**src/rtl/timer_regs_if.sv**
```systemverilog
// CPU-side bus bundle for the FF04-FF07 timer block: decoder select, strobes, data and timer outputs.
interface timer_regs_if;
  logic       ff04_ff07;
  logic [1:0] a;
  logic       cpu_wr;
  logic       cpu_rd;
  logic [7:0] d_in;
  logic [7:0] d_out;
  logic       d_oe;
  logic       int_timer;
  logic       div_apu;

  modport master (
    output ff04_ff07, a, cpu_wr, cpu_rd, d_in,
    input  d_out, d_oe, int_timer, div_apu
  );

  modport slave (
    input  ff04_ff07, a, cpu_wr, cpu_rd, d_in,
    output d_out, d_oe, int_timer, div_apu
  );
endinterface

```
**src/rtl/timer_regs.sv**
```systemverilog
// DMG timer registers DIV/TIMA/TMA/TAC at FF04-FF07 with delayed TMA reload and timer interrupt.
// Define TIMER_DIV_GLITCH_EN to also count tap falling edges caused by DIV and TAC writes.
module timer_regs #(
  parameter int DIV_WIDTH    = 16,
  parameter int RELOAD_DELAY = 4
) (
  input  logic        clk,
  input  logic        reset,
  timer_regs_if.slave bus
);

  localparam int CNT_W = $clog2(RELOAD_DELAY + 1);
  typedef logic [CNT_W-1:0] cnt_t;
  localparam cnt_t RELOAD_INIT = cnt_t'(RELOAD_DELAY);

  typedef enum logic [1:0] {
    ST_IDLE,
    ST_PENDING,
    ST_RELOAD
  } state_t;

  logic [DIV_WIDTH-1:0] r_divCnt;
  logic [7:0]           r_tima;
  logic [7:0]           r_tma;
  logic [2:0]           r_tac;
  state_t               r_state;
  cnt_t                 r_cnt;
  logic                 r_intTimer;

  state_t               w_stateNext;
  cnt_t                 w_cntNext;
  logic [7:0]           w_timaNext;
  logic [7:0]           w_tmaNext;
  logic                 w_intNext;
  logic                 w_inc;
  logic                 w_wr;
  logic                 w_wrDiv;
  logic                 w_wrTima;
  logic                 w_wrTma;
  logic                 w_wrTac;

  assign w_wr     = bus.ff04_ff07 && bus.cpu_wr;
  assign w_wrDiv  = w_wr && (bus.a == 2'd0);
  assign w_wrTima = w_wr && (bus.a == 2'd1);
  assign w_wrTma  = w_wr && (bus.a == 2'd2);
  assign w_wrTac  = w_wr && (bus.a == 2'd3);

`ifdef TIMER_DIV_GLITCH_EN
  logic w_tap;
  logic w_tickSig;
  logic r_tickQ;

  always_comb begin
    w_tap = 1'b0;
    case (r_tac[1:0])
      2'b00:   w_tap = r_divCnt[9];
      2'b01:   w_tap = r_divCnt[3];
      2'b10:   w_tap = r_divCnt[5];
      default: w_tap = r_divCnt[7];
    endcase
  end

  assign w_tickSig = w_tap && r_tac[2];

  always_ff @(posedge clk) begin
    if (reset) r_tickQ <= 1'b0;
    else       r_tickQ <= w_tickSig;
  end

  assign w_inc = r_tickQ && !w_tickSig;
`else
  // The tap bit fell through a count exactly when every bit up to it carried to zero.
  logic w_carryOut;
  logic r_enQ;
  logic r_divWrQ;

  always_comb begin
    w_carryOut = 1'b0;
    case (r_tac[1:0])
      2'b00:   w_carryOut = (r_divCnt[9:0] == 10'd0);
      2'b01:   w_carryOut = (r_divCnt[3:0] == 4'd0);
      2'b10:   w_carryOut = (r_divCnt[5:0] == 6'd0);
      default: w_carryOut = (r_divCnt[7:0] == 8'd0);
    endcase
  end

  always_ff @(posedge clk) begin
    if (reset) begin
      r_enQ    <= 1'b0;
      r_divWrQ <= 1'b0;
    end else begin
      r_enQ    <= r_tac[2];
      r_divWrQ <= w_wrDiv;
    end
  end

  assign w_inc = w_carryOut && r_tac[2] && r_enQ && !r_divWrQ;
`endif

  // RELOAD is the last pending clk; TIMA takes TMA (or a same-clk TMA write) on its closing edge.
  always_comb begin
    w_timaNext  = r_tima;
    w_tmaNext   = w_wrTma ? bus.d_in : r_tma;
    w_stateNext = r_state;
    w_cntNext   = r_cnt;
    w_intNext   = 1'b0;
    case (r_state)
      ST_RELOAD: begin
        w_timaNext  = w_tmaNext;
        w_intNext   = 1'b1;
        w_stateNext = ST_IDLE;
        w_cntNext   = '0;
      end
      ST_PENDING: begin
        if (w_wrTima) begin
          w_timaNext  = bus.d_in;
          w_stateNext = ST_IDLE;
          w_cntNext   = '0;
        end else begin
          if (w_inc) w_timaNext = r_tima + 8'd1;
          w_cntNext = r_cnt - cnt_t'(1);
          if (r_cnt == cnt_t'(2)) w_stateNext = ST_RELOAD;
        end
      end
      default: begin
        if (w_wrTima) begin
          w_timaNext = bus.d_in;
        end else if (w_inc) begin
          if (r_tima == 8'hFF) begin
            w_timaNext  = 8'h00;
            w_cntNext   = RELOAD_INIT;
            w_stateNext = (RELOAD_DELAY == 1) ? ST_RELOAD : ST_PENDING;
          end else begin
            w_timaNext = r_tima + 8'd1;
          end
        end
      end
    endcase
  end

  always_ff @(posedge clk) begin
    if (reset) begin
      r_state    <= ST_IDLE;
      r_cnt      <= '0;
      r_tima     <= 8'h00;
      r_tma      <= 8'h00;
      r_tac      <= 3'b000;
      r_divCnt   <= '0;
      r_intTimer <= 1'b0;
    end else begin
      r_state    <= w_stateNext;
      r_cnt      <= w_cntNext;
      r_tima     <= w_timaNext;
      r_tma      <= w_tmaNext;
      r_tac      <= w_wrTac ? bus.d_in[2:0] : r_tac;
      r_divCnt   <= w_wrDiv ? '0 : r_divCnt + DIV_WIDTH'(1);
      r_intTimer <= w_intNext;
    end
  end

  assign bus.d_oe      = bus.ff04_ff07 && bus.cpu_rd;
  assign bus.int_timer = r_intTimer;
  assign bus.div_apu   = r_divCnt[12];

  always_comb begin
    bus.d_out = 8'h00;
    if (bus.d_oe) begin
      case (bus.a)
        2'd0:    bus.d_out = r_divCnt[DIV_WIDTH-1 -: 8];
        2'd1:    bus.d_out = r_tima;
        2'd2:    bus.d_out = r_tma;
        default: bus.d_out = {5'b11111, r_tac};
      endcase
    end
  end

endmodule

```
**src/flat_wrapper.sv**
```systemverilog
// flat-port wrapper written by rule: the top's interface ports become plain ports
module timer_regs_flat 
#(
  parameter int DIV_WIDTH    = 16,
  parameter int RELOAD_DELAY = 4
)
  (clk, reset, bus_ff04_ff07, bus_a, bus_cpu_wr, bus_cpu_rd, bus_d_in, bus_d_out, bus_d_oe, bus_int_timer, bus_div_apu);
  timer_regs_if bus_i ();
  input  logic clk;
  input  logic reset;
  input wire logic [$bits(bus_i.ff04_ff07)-1:0] bus_ff04_ff07;
  input wire logic [$bits(bus_i.a)-1:0] bus_a;
  input wire logic [$bits(bus_i.cpu_wr)-1:0] bus_cpu_wr;
  input wire logic [$bits(bus_i.cpu_rd)-1:0] bus_cpu_rd;
  input wire logic [$bits(bus_i.d_in)-1:0] bus_d_in;
  output wire logic [$bits(bus_i.d_out)-1:0] bus_d_out;
  output wire logic [$bits(bus_i.d_oe)-1:0] bus_d_oe;
  output wire logic [$bits(bus_i.int_timer)-1:0] bus_int_timer;
  output wire logic [$bits(bus_i.div_apu)-1:0] bus_div_apu;
  assign bus_i.ff04_ff07 = bus_ff04_ff07;
  assign bus_i.a = bus_a;
  assign bus_i.cpu_wr = bus_cpu_wr;
  assign bus_i.cpu_rd = bus_cpu_rd;
  assign bus_i.d_in = bus_d_in;
  assign bus_d_out = bus_i.d_out;
  assign bus_d_oe = bus_i.d_oe;
  assign bus_int_timer = bus_i.int_timer;
  assign bus_div_apu = bus_i.div_apu;
  timer_regs #(.DIV_WIDTH(DIV_WIDTH), .RELOAD_DELAY(RELOAD_DELAY)) u_core (.clk(clk), .reset(reset), .bus(bus_i));
endmodule
```
**config.mk**
```make
export PLATFORM = sky130hd
export DESIGN_NAME = timer_regs_flat
export DESIGN_NICKNAME = d
export VERILOG_FILES = /design/src/rtl/timer_regs_if.sv /design/src/rtl/timer_regs.sv /design/src/flat_wrapper.sv
export SDC_FILE = /design/constraint.sdc
export NUM_CORES = 1
export LEC_CHECK = 0
export ABC_AREA = 1
export CORE_MARGIN = 2
export CORE_UTILIZATION = 50
export CTS_CLUSTER_DIAMETER = 80
export DETAILED_ROUTE_END_ITERATION = 10
export PLACE_DENSITY = 0.74
export SETUP_SLACK_MARGIN = 0.05
export SLEW_MARGIN = 20
export SYNTH_ARGS = -nofsm -noshare
export SYNTH_HDL_FRONTEND = slang
export SYNTH_SLANG_ARGS = --single-unit
```
**constraint.sdc**
```tcl
create_clock -name clk -period 3.9 [get_ports clk]
set_clock_uncertainty 0.15 [all_clocks]
set_input_delay 1.17 -clock clk [delete_from_list [all_inputs] [get_ports clk]]
set_output_delay 1.17 -clock clk [all_outputs]
set_load 0.03 [all_outputs]
```
## After elaboration in Yosys (flattened, before gate mapping)

Index checks and enable logic that the tools add are counted.

- Flip-flop bits (word level): 43
- Input bits: 15

- Add/sub/neg operators: 3
- Equality and inequality tests: 12
- Multiplexer cells: 22
- Reductions and logical operators: 23

Operators by type and width:

| cell | number |
|---|---|
| 8-bit 2-to-1 mux | 7 |
| 8-bit case mux with 3 select lines | 1 |
| 16-bit by 1-bit adder with 16-bit output, second input constant | 1 |
| 8-bit case mux with 2 select lines | 1 |
| 3-bit 2-to-1 mux | 4 |
| 10-bit zero test | 1 |
| 2-bit 2-to-1 mux | 5 |
| 1-bit logical AND | 9 |
| 3-bit nonzero test | 3 |
| 8-bit by 1-bit adder with 8-bit output, second input constant | 1 |
| 2-bit == test, second input constant | 4 |
| 8-bit == test, second input constant | 1 |
| 8-bit zero test | 1 |
| 2-bit by 1-bit == test with 1-bit output, second input constant | 3 |
| 6-bit zero test | 1 |
| 3-bit by 1-bit inequality test with 1-bit output, second input constant | 2 |
| 3-bit case mux with 2 select lines | 1 |
| 2-bit zero test | 2 |
| 4-bit zero test | 1 |
| 2-bit case mux with 2 select lines | 1 |
| 4-bit AND reduction | 1 |
| 3-bit by 2-bit == test with 1-bit output, second input constant | 1 |
| 3-bit inequality test, second input constant | 1 |
| 1-bit case mux with 3 select lines | 1 |
| other kinds (6) | 6 |

## Depth between registers and ports, before layout

- Depth after elaboration: 8
- Depth in mapped cells: 12

## Worst setup path before layout

No wires, ideal clock.

- Path kind: input to output
- Start point: in bus_a[1]
- End point: out bus_d_out[2]
- Arrival time: 1.890 ns
- Required time: 2.580 ns
- Slack: 0.690 ns
- Stages on the path: 8
- Buffers on the path: 0
- Cells stage by stage: inv_2 -> nor2_1 -> inv_1 -> o22ai_1 -> a21oi_1 -> o21ai_0 -> nand2_1 -> inv_1

- Longest elaborated chain between the ends: 3
- Elaborated cells on any way between the ends: 5
- Those cells by class: 2 x eq/ne; 2 x mux; 1 x reduce/logical

Ends and longest elaborated chain:

| what | RTL line | text |
|---|---|---|
| from (decl) | flat_wrapper.sv:12 | `input wire logic [$bits(bus_i.a)-1:0] bus_a;` |
| 2-bit == test, or another cell as far along | timer_regs.sv:168 | `case (bus.a)` |
| 8-bit case mux with 3 select lines (*) | timer_regs.sv:168 |  |
| 8-bit 2-to-1 mux (*) | timer_regs.sv:167 | `if (bus.d_oe) begin` |
| to (decl) | flat_wrapper.sv:16 | `output wire logic [$bits(bus_i.d_out)-1:0] bus_d_out;` |

Mark *: on every way between the ends. The rest lies on a longest branch, timed or not.

## Worst setup path after layout

- Start point: in bus_a[0]
- End point: out bus_d_out[2]

Same word-level chain as after synthesis.

==> impl_metrics.env <==
export IMPL_hold_buffers=0
export IMPL_power_leakage_nw=1.341
export IMPL_avgSynthCellArea_um2=6.373
export IMPL_track_usage_pct=22.66
export IMPL_start_util_pct=51.19
export IMPL_insertion_delay_ps=300
export IMPL_cts_buffer_depth=2
export IMPL_synth_compound_area_share_pct=18.08
export IMPL_ant_nets=0
export IMPL_n_fill_cell=493
export IMPL_finalCritPeriodShare_pct=94.10
export IMPL_fp_dieArea_um2=5753
export IMPL_met2WireLength_um=2722
export IMPL_postLayoutCoreUtil_pct=59.13
export IMPL_synth_xor_area_share_pct=1.018
export IMPL_cap_viol_max_count=0
export IMPL_cts_tree="yes"
export IMPL_critPathMaxFanout=8
export IMPL_rows=26
export IMPL_yosysTopAreaCellShare_pct=33.35
export IMPL_hold_class="reg2reg"
export IMPL_max_freq_ghz=0.2725
export IMPL_relSlewSlack_pct=70.33
export IMPL_drt_total_wl_um=6044
export IMPL_irDropWorstVdd_uv=166.3
export IMPL_syn_nets=427
export IMPL_grt_pass1_wl_um=10040
export IMPL_placed_area_um2=2861
export IMPL_yosysWarnings=0
export IMPL_vias_per_cell=5.074
export IMPL_synth_distinct_cells=36
export IMPL_worstSetupEndpointType="output port"
export IMPL_max_slew_worst_pin_slew_ps=443.9
export IMPL_postSynthCellCount=405
export IMPL_synth_area_um2=2581
export IMPL_layout_nets=453
export IMPL_required_ps=2580
export IMPL_setup_violations=0
export IMPL_synthAdderAreaFrac_pct=3.393
export IMPL_clockRootBuffer="clkbuf_8"
export IMPL_ioPinCount=26
export IMPL_antenna_cells=0
export IMPL_drc=0
export IMPL_met3_length_um=298
export IMPL_die_h_um=75.85
export IMPL_synth_top_family_by_area="simple AND/OR/NAND/NOR gates"
export IMPL_crit_type="in2out"
export IMPL_rsz0062_at_grt="no"
export IMPL_fin_area_um2=2982
export IMPL_cts_sink_count=43
export IMPL_drt_iter0_drc=183
export IMPL_htree_num_levels=2
export IMPL_core_area_um2=5042
export IMPL_crit_path_start_kind="input pin"
export IMPL_die_width_um=75.85
export IMPL_place_gp_congestion=0.9096
export IMPL_synth_area_leaders="dfxtp_1 33%, nand2_1 11%, inv_1 9.9%"
export IMPL_first_global_vias=2250
export IMPL_tns_ps=0
export IMPL_drive_above_1_share_pct=8.796
export IMPL_top_layer="met4"
export IMPL_p_per_area_nw_per_um2=306.5
export IMPL_portBuffers=25
export IMPL_seq_area_frac_synth_pct=33.35
export IMPL_clkTransAtPathRegs_ps=90
export IMPL_synth_simple_area_share_pct=31.31
export IMPL_muxShareOfSynthArea_pct=0
export IMPL_cts_buffers=5
export IMPL_drv_slew=0
export IMPL_cp_arrival_ps=2350
export IMPL_dpl_hpwl_um=4648
export IMPL_synth_area_leader_cell="dfxtp_1"
export IMPL_wl_met1_um=2914
export IMPL_status="finished clean"
export IMPL_grt_start_max_net_pins=17
export IMPL_overflow=0
export IMPL_post_cts_buffers=0
export IMPL_post_route_min_period_ps=3670
export IMPL_synth_ff_latch_count=43
export IMPL_dr_pass1_iters=4
export IMPL_reg2reg_setup_slack_ps=1930
export IMPL_areaGrowthSynthToFinish_pct=15.51
export IMPL_antenna_found_initial=0
export IMPL_wl_per_cell_um=12.04
export IMPL_via_count=2547
export IMPL_hold_violations=0
==> timing repair <==
item,4_1_cts,5_1_grt
endpoints found under the setup margin,5,0
endpoints found under the hold margin,0,0
resized for setup,5,0
==> stage by stage <==
step                      power (mW)  hold slack, ps  std cells  setup slack [ps]
final                         0.9138           332.0        502             230.0
after global routing          0.9542           345.8        502             101.2
after CTS                     0.9258           333.8        502             241.3
after detailed placement      0.5627           310.1        494            -6.454
after global placement        0.5611           292.9        494             22.52
after floorplan               0.5260           279.6        405             689.7
==> cells in the mapped netlist, drive strengths merged <==
| cell | instances |
|---|---|
| or2 | 2 |
| nor3 | 6 |
| nand3 | 19 |
| o211ai | 1 |
| inv | 71 |
| o21a | 1 |
| nor3b | 2 |
| xor2 | 1 |
| buf | 3 |
| clkbuf | 6 |
| a21oi | 27 |
| nor2 | 69 |
| o22ai | 2 |
| nor4 | 1 |
| xnor2 | 2 |
| nand2 | 82 |
| o221ai | 6 |
| ha | 7 |
| nand4 | 5 |
| o21ai | 46 |
| dfxtp | 43 |
| a31oi | 1 |
| clkinv | 2 |
==> sequential cells by signal, summed over array words and instances, names as in the netlist <==
name	count
u_core.r_cnt	3
u_core.r_divWrQ	1
u_core.r_divCnt	16
u_core.r_tima	8
u_core.r_tac	3
u_core.r_enQ	1
u_core.r_tma	8
u_core.bus.int_timer	1
u_core.r_state	2
==> worst max-delay path, stage by stage <==
cell and delay, ps:
dlygate4sd2_1 360, inv_1 120, nand2_4 140, inv_2 70
a21oi_1 130, o21ai_0 100, nand2_1 70, inv_1 40
buf_4 160
==> cells by family after synthesis <==
family | after synthesis
adder cells (fa/ha/maj) | 7
buffers and inverters | 82
AND/OR/NAND/NOR | 186
XOR/XNOR | 3
flip-flops | 43
AO/OA/AOI/OAI | 84
==> routing by layer <==
layer | vias to the layer above | global-route usage, %
met1 | 1141 | 31.10
met2 | 55 | 35.34
met3 | 12 | 4.762
met4 | 0 | 7.602
met5 | - | 0
li1 | 1339 | -
==> cells in the final DEF (no fill, tap or decap), drive strengths merged, types with 2 or more instances in the layout <==
master         instances
o221ai                 6
dfxtp                 43
nand2                 82
nor3                   6
nor3b                  2
clkinv                 2
o21ai                 46
clkdlybuf4s50         14
xnor2                  2
a21oi                 27
or2                    2
clkbuf                 5
buf                   12
nor2                  69
o22ai                  2
dlygate4sd2            2
nand3                 19
ha                     7
nand4                  5
inv                   72
==> final timing paths <==
path,endpoint,startpoint,depth (start not counted)
min reg2reg,u_core.r_divCnt[0]$_SDFF_PP0_,u_core.r_divCnt[0]$_SDFF_PP0_,1
max reg2reg,u_core.r_tima[4]$_SDFFE_PP0P_,u_core.r_divCnt[0]$_SDFF_PP0_,11
max,bus_d_out[2],bus_a[0],9
min,u_core.r_divCnt[0]$_SDFF_PP0_,u_core.r_divCnt[0]$_SDFF_PP0_,1
==> power breakdown <==
part,total (mW),switching (mW),internal (mW)
Combinational,0.0978,0.0600,0.0378
Sequential,0.456,0.00761,0.448
Clock,0.360,0.167,0.193
==> final cells by class <==
| cell class | count | area, um2 | area share (%) |
|---|---|---|---|
| clock inverter | 3 | 46.29 | 1.553 |
| inverter | 73 | 274.0 | 9.190 |
| timing repair buffer | 28 | 247.7 | 8.309 |
| sequential | 43 | 860.8 | 28.87 |
| clock buffer | 5 | 68.82 | 2.308 |
| tap | 70 | 87.58 | 2.937 |
| multi-input combinational | 280 | 1396 | 46.83 |
No activity file was read; power rests on OpenSTA's default activity.
